--- src/rtl/mole_sequencer.sv ---
// Whack-a-mole round sequencer: reads a target pattern, lights one mole
// at a time, and tallies hits and timeouts.
module mole_sequencer #(
  parameter int SHOW_CYCLES = 50000000,
  parameter int GAP_CYCLES  = 12500000,
  parameter int LAST_ADDR   = 15
) (
  input  logic       clk_i,
  input  logic       rst_ni,
  input  logic       start_i,
  input  logic [5:0] hit_i,
  output logic [3:0] rd_address_o,
  input  logic [3:0] rd_data_i,
  output logic [5:0] mole_o,
  output logic       busy_o,
  output logic       done_o,
  output logic [4:0] score_o,
  output logic [4:0] misses_o
);

  localparam int MAXC = (SHOW_CYCLES > GAP_CYCLES) ? SHOW_CYCLES : GAP_CYCLES;
  localparam int CW   = $clog2(MAXC + 1);

  localparam logic [CW-1:0] SHOW_END = CW'(SHOW_CYCLES - 1);
  localparam logic [CW-1:0] GAP_END  = CW'(GAP_CYCLES - 1);
  localparam logic [CW-1:0] RD_END   = CW'(1);
  localparam logic [3:0]    LAST     = 4'(LAST_ADDR);

  localparam logic [2:0] IDLE = 3'd0;
  localparam logic [2:0] READ = 3'd1;
  localparam logic [2:0] SHOW = 3'd2;
  localparam logic [2:0] GAP  = 3'd3;
  localparam logic [2:0] DONE = 3'd4;

  logic [2:0]    state_q, state_d;
  logic          arm_q, arm_d;
  logic [CW-1:0] cnt_q, cnt_d;
  logic [3:0]    addr_q, addr_d;
  logic [5:0]    mole_q, mole_d;
  logic [5:0]    hit_q;
  logic [4:0]    score_q, score_d;
  logic [4:0]    miss_q, miss_d;
  logic          busy_q, done_q;
  logic [5:0]    rise;
  logic          match;
  logic          adv;

  assign rise  = hit_i & ~hit_q;
  assign match = |(rise & mole_q);

  always_comb begin
    state_d = state_q;
    arm_d   = 1'b0;
    cnt_d   = cnt_q;
    addr_d  = addr_q;
    mole_d  = mole_q;
    score_d = score_q;
    miss_d  = miss_q;
    adv     = 1'b0;
    unique case (state_q)
      IDLE: begin
        // start is captured one cycle ahead so the address settles first
        if (arm_q) begin
          state_d = READ;
          cnt_d   = '0;
        end else if (start_i) begin
          arm_d   = 1'b1;
          score_d = '0;
          miss_d  = '0;
          addr_d  = '0;
        end
      end
      READ: begin
        if (cnt_q == RD_END) begin
          if (rd_data_i <= 4'd5) begin
            mole_d  = 6'b000001 << rd_data_i[2:0];
            cnt_d   = '0;
            state_d = SHOW;
          end else begin
            adv = 1'b1;
          end
        end else begin
          cnt_d = cnt_q + 1'b1;
        end
      end
      SHOW: begin
        if (match) begin
          score_d = (score_q == 5'd31) ? score_q : score_q + 5'd1;
          mole_d  = '0;
          cnt_d   = '0;
          state_d = GAP;
        end else if (cnt_q == SHOW_END) begin
          miss_d  = (miss_q == 5'd31) ? miss_q : miss_q + 5'd1;
          mole_d  = '0;
          cnt_d   = '0;
          state_d = GAP;
        end else begin
          cnt_d = cnt_q + 1'b1;
        end
      end
      GAP: begin
        if (cnt_q == GAP_END) adv = 1'b1;
        else cnt_d = cnt_q + 1'b1;
      end
      DONE: state_d = IDLE;
      default: state_d = IDLE;
    endcase
    if (adv) begin
      cnt_d = '0;
      if (addr_q == LAST) begin
        state_d = DONE;
      end else begin
        addr_d  = addr_q + 4'd1;
        state_d = READ;
      end
    end
  end

  always_ff @(posedge clk_i or negedge rst_ni) begin
    if (!rst_ni) begin
      state_q <= IDLE;
      arm_q   <= 1'b0;
      cnt_q   <= '0;
      addr_q  <= '0;
      mole_q  <= '0;
      hit_q   <= '0;
      score_q <= '0;
      miss_q  <= '0;
      busy_q  <= 1'b0;
      done_q  <= 1'b0;
    end else begin
      state_q <= state_d;
      arm_q   <= arm_d;
      cnt_q   <= cnt_d;
      addr_q  <= addr_d;
      mole_q  <= mole_d;
      hit_q   <= hit_i;
      score_q <= score_d;
      miss_q  <= miss_d;
      busy_q  <= (state_d != IDLE);
      done_q  <= (state_d == DONE);
    end
  end

  assign rd_address_o = addr_q;
  assign mole_o       = mole_q;
  assign busy_o       = busy_q;
  assign done_o       = done_q;
  assign score_o      = score_q;
  assign misses_o     = miss_q;

endmodule

--- config.mk ---
export PLATFORM = sky130hd
export DESIGN_NAME = mole_sequencer
export DESIGN_NICKNAME = d
export VERILOG_FILES = /design/src/rtl/mole_sequencer.sv
export SDC_FILE = /design/constraint.sdc
export NUM_CORES = 1
export LEC_CHECK = 0
export ABC_AREA = 1
export CAP_MARGIN = 5
export CORE_MARGIN = 2
export CORE_UTILIZATION = 60
export DETAILED_ROUTE_END_ITERATION = 10
export GPL_TIMING_DRIVEN = 0
export PLACE_DENSITY = 0.83
export SYNTH_ARGS = -nofsm -noshare
export SYNTH_HDL_FRONTEND = slang
export SYNTH_SLANG_ARGS = --single-unit
--- constraint.sdc ---
create_clock -name clk_i -period 2.5 [get_ports clk_i]
set_input_delay 0.625 -clock clk_i [delete_from_list [all_inputs] [get_ports clk_i]]
set_output_delay 0.625 -clock clk_i [all_outputs]
set_load 0.01 [all_outputs]
Word-level counts from Yosys, hierarchy flattened
Cells that the tools add are included.
W data, S select, Z words.
- register bits after elaboration: 58
- output and inout port bits: 22
- add/sub/neg operators: 4
- $lt $le $gt $ge: 1
- eq/ne operators: 23
- shift-type cells: 1
- muxes and demuxes: 42
- bitwise logic cells: 3
- reductions and logical operators: 10
- operators with widths (kind ; count):
    $mux W26 ; 7
    $pmux W26 S4 ; 1
    $mux W5 ; 7
    $add A26 B1 Y26 const B ; 1
    $eq A26 B1 Y1 const B ; 1
    $eq A26 B24 Y1 const B ; 1
    $eq A26 B26 Y1 const B ; 1
    $mux W6 ; 4
    $mux W3 ; 7
    $mux W4 ; 5
    $pmux W5 S2 ; 2
    $ne A2 B2 Y1 const B ; 9
    $and A6 B6 Y6 ; 2
    $pmux W3 S4 ; 1
    $pmux W6 S2 ; 1
    $add A5 B1 Y5 const B ; 2
    $eq A5 B5 Y1 const B ; 2
    $ne A3 B3 Y1 const B ; 3
    $reduce_and A4 Y1 ; 2
    $eq A3 B2 Y1 const B ; 2
    $mux W1 ; 6
    $not A6 Y6 ; 1
    $reduce_and A6 Y1 ; 1
    $reduce_or A6 Y1 ; 1
    13 further kinds ; 14

Depth between registers and ports, before layout
Gate-level depths: netlist of run 1.
- depth after elaboration: 8
- mapped depth: 12
- gate-level depth less buffers: 11

Worst setup path after synthesis of run 1
Ideal clock, no wire load.
- kind: in2reg
- start: input port hit_i[4]
- end: register cnt_q[11]
- arrival: 1634 ps
- data required time: 2424 ps
- path slack: 790 ps
- stages on the path: 8
- path buffers: 1
- cells stage by stage: nand3_1 nand2_1 nor3_2 nand3_2 nand2_4 nand2_1 buf_4 o21ai_1
- word-level cells in the longest chain between the ends: 6
- RTL lines (what ; line ; source):
    start: declaration ; 11 ; input logic [5:0] hit_i,
    $and A6 B6 Y6 ; 48 ; assign rise = hit_i & ~hit_q;
    $and A6 B6 Y6 ; 49 ; assign match = |(rise & mole_q);
    $reduce_or A6 Y1 ; 49 ;
    $mux W26 ; 87 ; if (match) begin
    $pmux W26 S4 ; 60 ; unique case (state_q)
    $mux W26 ; 108 ; if (adv) begin
    end signal: assignment ; 134 ; cnt_q <= cnt_d;
    end: declaration ; 37 ; logic [CW-1:0] cnt_q, cnt_d;
Every way passes these cells.
A chain may end at the register's enable or synchronous reset.

Worst setup path in the final report of run 1
- start: input port hit_i[0]
- end: register cnt_q[8]
The elaborated chain is that of the path after synthesis.

==> impl_metrics.toml, run 1 <==
[run_status]
outcome = "complete, no violations"

[logic_synthesis]
synth_simple_gate_area_share_pct = 37.0
synth-seq-area-share_pct = 40.0
synth.yosys.warnings = 0
synth_fp_nets = 508
synth-main-ff-cell = "dfrtp_1"
fraction_of_the_mapped_netlist_area_in_adder_cells_pct = 2.42
syn_inst = 488
yosys.area_share.xor_xnor_pct = 3.38
synth-async-reset-ratio_pct = 100
synth_top_family_by_area = "simple AND/OR/NAND/NOR gates"
syn_area_um2 = 3630
ys_types = 36
synth_edf_count = 0
muxShareOfSynthArea_pct = 0
synth_compound_gate_area_share_pct = 9.08
seq_cells_post_synth = 58
avgSynthCellArea_um2 = 7.43

[clock_network]
cts_setup_buffers = 0
clock_tree.buffer_depth = 2
tritoncts = "built"
post_cts_resize_count = 0
h-tree-depth = 3
insertion_delay_ns = 0.36
cts-buffers-inserted = 9
cts.clk_slew.worst_paths_ns = 0.08
root_buffer = "clkbuf_8"
post_cts_hold_buffer_count = 0
cts.sink_count = 58

[placement]
dpl.cell_count = 598
dp_hpwl_um = 7230
port_buffers = 34
gp_routability_congestion = 0.986
placedInstanceArea_um2 = 4080

[worst_setup_path]
startpoint_type = "primary input"
worst_ep_arrival_time_ns = 2.42
cpPeakStageDelay_ns = 0.44
r2r.worst_path.cells = 11
worst_r2r_endpoint = "cnt_q[8]"
timing.critical_path.cells = "clkdlybuf4s50_1, nand3_1, nand2_1, nor3_2, nand3_2, nand2_4, nand2_1, buf_4, o22ai_1"
critical_path_class = "primary input to register"
crit_path_top_delay_cell = "clkdlybuf4s50_1"
timing.critical_path.to_type = "register"
reg2reg_setup_slack_ns = 0.39
critPathMaxFanout = 10
critical_path.reg2reg.startpoint = "cnt_q[0]"
cp_data_required_time_ns = 2.76
cpMostUsedCell = "nand2_1"

[sta]
clock.fmax_mhz = 463
worst_max_slew_margin_expressed_relative_to_the_limit_pct = 56.8
finalHoldViolCount = 0
finalHoldWorstSlack_ns = 0.203
finalClockSkew_ns = 0.0185
grt_setup_unrepaired = "no"
period_needed_ns = 2.16
max_slew.worst_pin.slew_ns = 0.648
final_max_slew_viol_count = 0
setup_viol_count_final = 0
fin_crit_sh_pct = 86.4

[global_route]
grt_first_pass_wirelength_um = 15300
grt_pass1_vias = 3258
globalRoute.totalOverflow = 0
antenna_found_initial = 0
grt_start_max_net_pins = 42
global_router_s_overall_resource_usage_pct = 30.7

[finish]
design.final.nets = 554
finish.utilization_pct = 73.1
antennaDiodeCount = 0
syn_to_final_growth_pct = 18.7
summed_area_of_non_filler_cells_in_the_final_layout_um2 = 4300
fin_cells = 614
n_fill_cell = 484
drive_above_1_share_pct = 9.65

[floorplan]
fp.dieH_um = 81.7
boundaryPins = 35
initial_core_util_pct = 61.6
site_rows = 28
chipWidth_um = 81.7
dieArea_um2 = 6680
fp.coreArea_um2 = 5890

[detailed_routing]
num_vias = 3532
vias_per_cell = 5.75
drc_errors = 0
antenna_violating_nets_post_route = 0
detailedRoute.firstPassIterationCount = 5
dr.first_iter.drc_count = 287
route.detailed.wl_per_inst_um = 15.9
aggregate_routed_wire_length_um = 9740

[power_and_ir_drop]
powerDensity_nw_per_um2 = 961
power.ir.vdd_worst_v = 0.000584
leakage_power_figure_nw = 1.96

[min_path]
holdCritPathClass = "primary input to async pin"

[job]
max_cap_violations = 0
through the flow:
| step | TNS (ns) | power [mW] | worst slack, ns |
|---|---|---|---|
| finish | 0 | 4.14 | 0.340 |
| global route | 0 | 4.40 | 0.186 |
| CTS | 0 | 4.13 | 0.338 |
| detailed placement | 0 | 3.10 | 0.00435 |
| global placement | -56.24 | 3.04 | -0.975 |
| floorplan | 0 | 2.54 | 0.790 |
logic make-up (layout without fill, tap and decap cells):
kind of cell    Yosys count  after routing
simple gates            284            284
buf+inv                  69            120
flops                    58             58
compound gates           56             56
xor+xnor                 14             14
fa+ha+maj                 7              7
worst max-delay path by stage:
stage                        start         end  slack [ns]  cells after the start
after floorplan           hit_i[4]   cnt_q[11]        0.79                      8
final                     hit_i[0]    cnt_q[8]        0.34                      9
after CTS                 hit_i[4]    cnt_q[8]        0.34                      9
after global placement      rst_ni  score_o[1]       -0.98                      1
after global routing      hit_i[5]   cnt_q[15]        0.19                      9
after detailed placement  hit_i[4]   cnt_q[16]       0.004                      9
state kept, by name, indices dropped and copies added (netlist names):
name          count
arm_q             1
busy_o            1
cnt_q            26
done_o            1
hit_q             6
misses_o          5
mole_o            6
rd_address_o      4
score_o           5
state_q           3
final cells by class:
class,count,area (um^2),share of cell area (%)
Inverter,60,225,5.23
Sequential cell,58,1450,33.7
Multi-Input combinational cell,361,1880,43.7
Clock inverter,4,73.8,1.72
Timing Repair Buffer,35,355,8.26
Clock buffer,12,155,3.60
Buffer,9,67.6,1.57
Tap cell,75,93.8,2.18
cells in the mapped netlist (2+ instances only):
library cell	number	share of area, %
nand2_2	5	0.86
inv_1	57	5.9
o21ai_1	7	0.97
nor2_2	7	1.2
nand3_2	4	1.1
nor3_2	4	1.1
nand4_1	16	2.8
a21oi_2	3	0.72
xor2_1	12	2.9
clkbuf_1	4	0.41
nand3b_1	3	0.62
ha_1	7	2.4
inv_2	2	0.21
nand3_1	65	9.0
o22ai_1	7	1.2
nand2_1	103	11
a21oi_1	11	1.5
nor2_4	3	0.93
nor3b_1	3	0.62
nor2_1	55	5.7
nor4_1	2	0.35
nor3_1	12	1.7
xnor2_1	2	0.48
buf_6	4	1.2
dfrtp_1	58	40
o21ai_0	22	3.0
layout by cell type (no fill, tap or decap), types with 11 or more instances in the layout:
master	count
nand2_1	103
clkdlybuf4s50_1	33
o21ai_0	22
nand4_1	16
nor2_1	55
xor2_1	12
inv_1	57
dfrtp_1	58
nand3_1	65
nor3_1	12
clkbuf_8	11
a21oi_1	11
critical path: cells and delay by family:
| family | cells | cell delay (ns) |
|---|---|---|
| simple gates | 6 | 1.04 |
| compound gates | 1 | 0.12 |
| buf+inv | 2 | 0.64 |
power breakdown:
group          switching (mW)  internal, mW  leakage [nW]  total [mW]
Sequential              0.332          1.20         0.758        1.54
Combinational           0.936         0.650          1.09        1.59
Clock                   0.399         0.616         0.117        1.02
Total                    1.67          2.47          1.96        4.14
routing by layer:
metal / GRT usage, % / wire length, um
met1: 43.7 / 4210
met5: 0 / 0
met2: 47.6 / 4550
met3: 3.96 / 736
met4: 12.5 / 243
Note: power is estimated with default switching activity, not from simulation.
==> inputs of run 2 (changes only) <==
SKIP_CTS_REPAIR_TIMING = 1   (was default)
==> results of run 2 <==
No change in the layout: final DEF, timing and power equal those of run 1.
==> inputs of run 3 (changes only) <==
CORE_UTILIZATION = 52   (was 60)
PLACE_DENSITY = 0.76   (was 0.83)
clock period = 1.75 ns   (was 2.5 ns; I/O delays follow)
==> run 3 against run 2 <==
Compared with the run above: the flow now finishes with violations (negative setup slack); die area grew 15%; critical path type is now register to register; critical path depth is the same; largest power group unchanged; worst setup slack lost 0.46 ns; register-to-register slack lost 0.51 ns; critical endpoint is now cnt_q[2].
==> impl_metrics.toml, run 3 (synthesis gave the netlist of run 1 again) <==
[detailed_routing]
antenna_violating_nets_post_route = 0
route.detailed.wl_per_inst_um = 16.7
aggregate_routed_wire_length_um = 10700
drc_errors = 0
detailedRoute.firstPassIterationCount = 5
num_vias = 3721
vias_per_cell = 5.82
dr.first_iter.drc_count = 241

[power_and_ir_drop]
powerDensity_nw_per_um2 = 1350
power.ir.vdd_worst_v = 0.000762
leakage_power_figure_nw = 2.44

[finish]
drive_above_1_share_pct = 24.9
antennaDiodeCount = 0
layout_commonest_cell = "nand2_1"
max_flop_register = "cnt_q"
fin_cells = 639
mostFrequentLayoutCells = "nand2_1, nand3_1, inv_1"
syn_to_final_growth_pct = 34.6
largest_register_ffs = 26
finish.utilization_pct = 72.2
design.final.nets = 574
n_fill_cell = 536

[run_status]
outcome = "finished with violations"
violations = "negative setup slack"

[global_route]
grt_use_met2_pct = 41.1
grt_busiest_layer = "met2"
grt_use_met1_pct = 38.9
global_router_s_overall_resource_usage_pct = 27.6
grt.met3_usage_pct = 5.97
globalRoute.totalOverflow = 0
grt_start_max_net_pins = 39
grt_pass1_vias = 3394
grt_first_pass_wirelength_um = 16200
antenna_found_initial = 0

[placement]
dpl.cell_count = 603
port_buffers = 34
gp_routability_congestion = 0.975
dp_hpwl_um = 7340

[floorplan]
boundaryPins = 35
fp.dieH_um = 87.5
fp.coreArea_um2 = 6760
dieArea_um2 = 7660
initial_core_util_pct = 53.7
site_rows = 30
chipWidth_um = 87.5

[worst_setup_path]
cpMostUsedCell = "nand3_4"
worst_ep_arrival_time_ns = 2.10
critPathMaxFanout = 5
worst_r2r_endpoint = "cnt_q[2]"
crit_path_top_delay_cell = "dfrtp_1"
timing.critical_path.cells = "buf_6, ha_4, nand3_4, nor2_4, nand3_4, o21bai_4, nand2_4, clkbuf_16, a22o_1"
critPathTopFamily = "simple AND/OR/NAND/NOR gates"
timing.critical_path.to_type = "register"
critical_path.reg2reg.startpoint = "cnt_q[0]"
timing.critical_path.to = "cnt_q[2]"
reg2reg_setup_slack_ns = -0.12
critical_path_depth = 9
startpoint_type = "register"
timing.critical_path.from = "cnt_q[0]"
r2r.worst_path.cells = 9
cpPeakStageDelay_ns = 0.42
worst-path-buf-inv = 2
cp_data_required_time_ns = 1.98
critical_path_class = "register to register"

[sta]
fin_crit_sh_pct = 107
final_max_slew_viol_count = 0
worst_max_slew_margin_expressed_relative_to_the_limit_pct = 62.0
clock.fmax_mhz = 536
timing.final.ws_setup_ns = -0.116
max_slew.worst_pin.slew_ns = 0.571
final.setup.tns_ns = -1.79
finalHoldViolCount = 0
finalClockSkew_ns = 0.00679
grt_setup_unrepaired = "yes"
setup_viol_count_final = 28
period_needed_ns = 1.87

[clock_network]
clock_tree.buffer_depth = 2
tritoncts = "built"
root_buffer = "clkbuf_8"
cts.sink_count = 58
cts.clk_slew.worst_paths_ns = 0.07
cts-buffers-inserted = 9
insertion_delay_ns = 0.34
h-tree-depth = 3

[min_path]
holdCritPathClass = "primary input to async pin"

[job]
max_cap_violations = 0
==> run 3: cell count changes in the layout (fill, tap and decap cells not counted), sizes merged <==
cell / change
clkinvlp: +2
clkinv: -1
clkdlybuf4s50: -18
clkbuf: +1
buf: +18
dlymetal6s2s: +18
==> run 3: layer usage <==
metal	part of all wire, %	vias to the layer above
li1	-	1762
met1	44	1791
met2	48	139
met3	5.9	29
met4	2.5	0
met5	0	-
==> run 3: worst min-delay path by stage <==
stage | slack (ns) | end
after floorplan | 0.14 | arm_q
after detailed placement | 0.45 | cnt_q[0]
final | 0.07 | cnt_q[8]
after global routing | 0.09 | cnt_q[8]
after CTS | 0.08 | cnt_q[0]
after global placement | 0.51 | score_o[4]
==> run 3: layout make-up <==
| cell class | count | area (um^2) | area share [%] |
|---|---|---|---|
| Multi-Input combinational cell | 361 | 2190 | 44.9 |
| Timing Repair Buffer | 55 | 593 | 12.2 |
| Tap cell | 80 | 100 | 2.05 |
| Sequential cell | 58 | 1470 | 30.0 |
| Clock buffer | 11 | 141 | 2.90 |
| Clock inverter | 5 | 77.6 | 1.59 |
| Buffer | 9 | 81.3 | 1.67 |
| Inverter | 60 | 229 | 4.69 |
==> run 3: report_power, final <==
group	leakage, nW	switching [mW]	internal (mW)	total (mW)
clock network	0.109	0.550	0.836	1.39
logic	1.59	1.67	1.30	2.97
registers	0.742	0.521	1.74	2.26
==> run 3: stage by stage <==
stage                     setup WS [ns]  hold WS [ns]  power (mW)  cell area [um^2]
after detailed placement         -0.542         0.451        4.47              4080
after global routing             -0.190        0.0908        7.04              4880
after global placement            -1.64         0.509        4.39              4070
after CTS                        -0.303        0.0835        5.86              4300
final                            -0.116        0.0712        6.61              4880
after floorplan                   0.115         0.142        3.63              3630
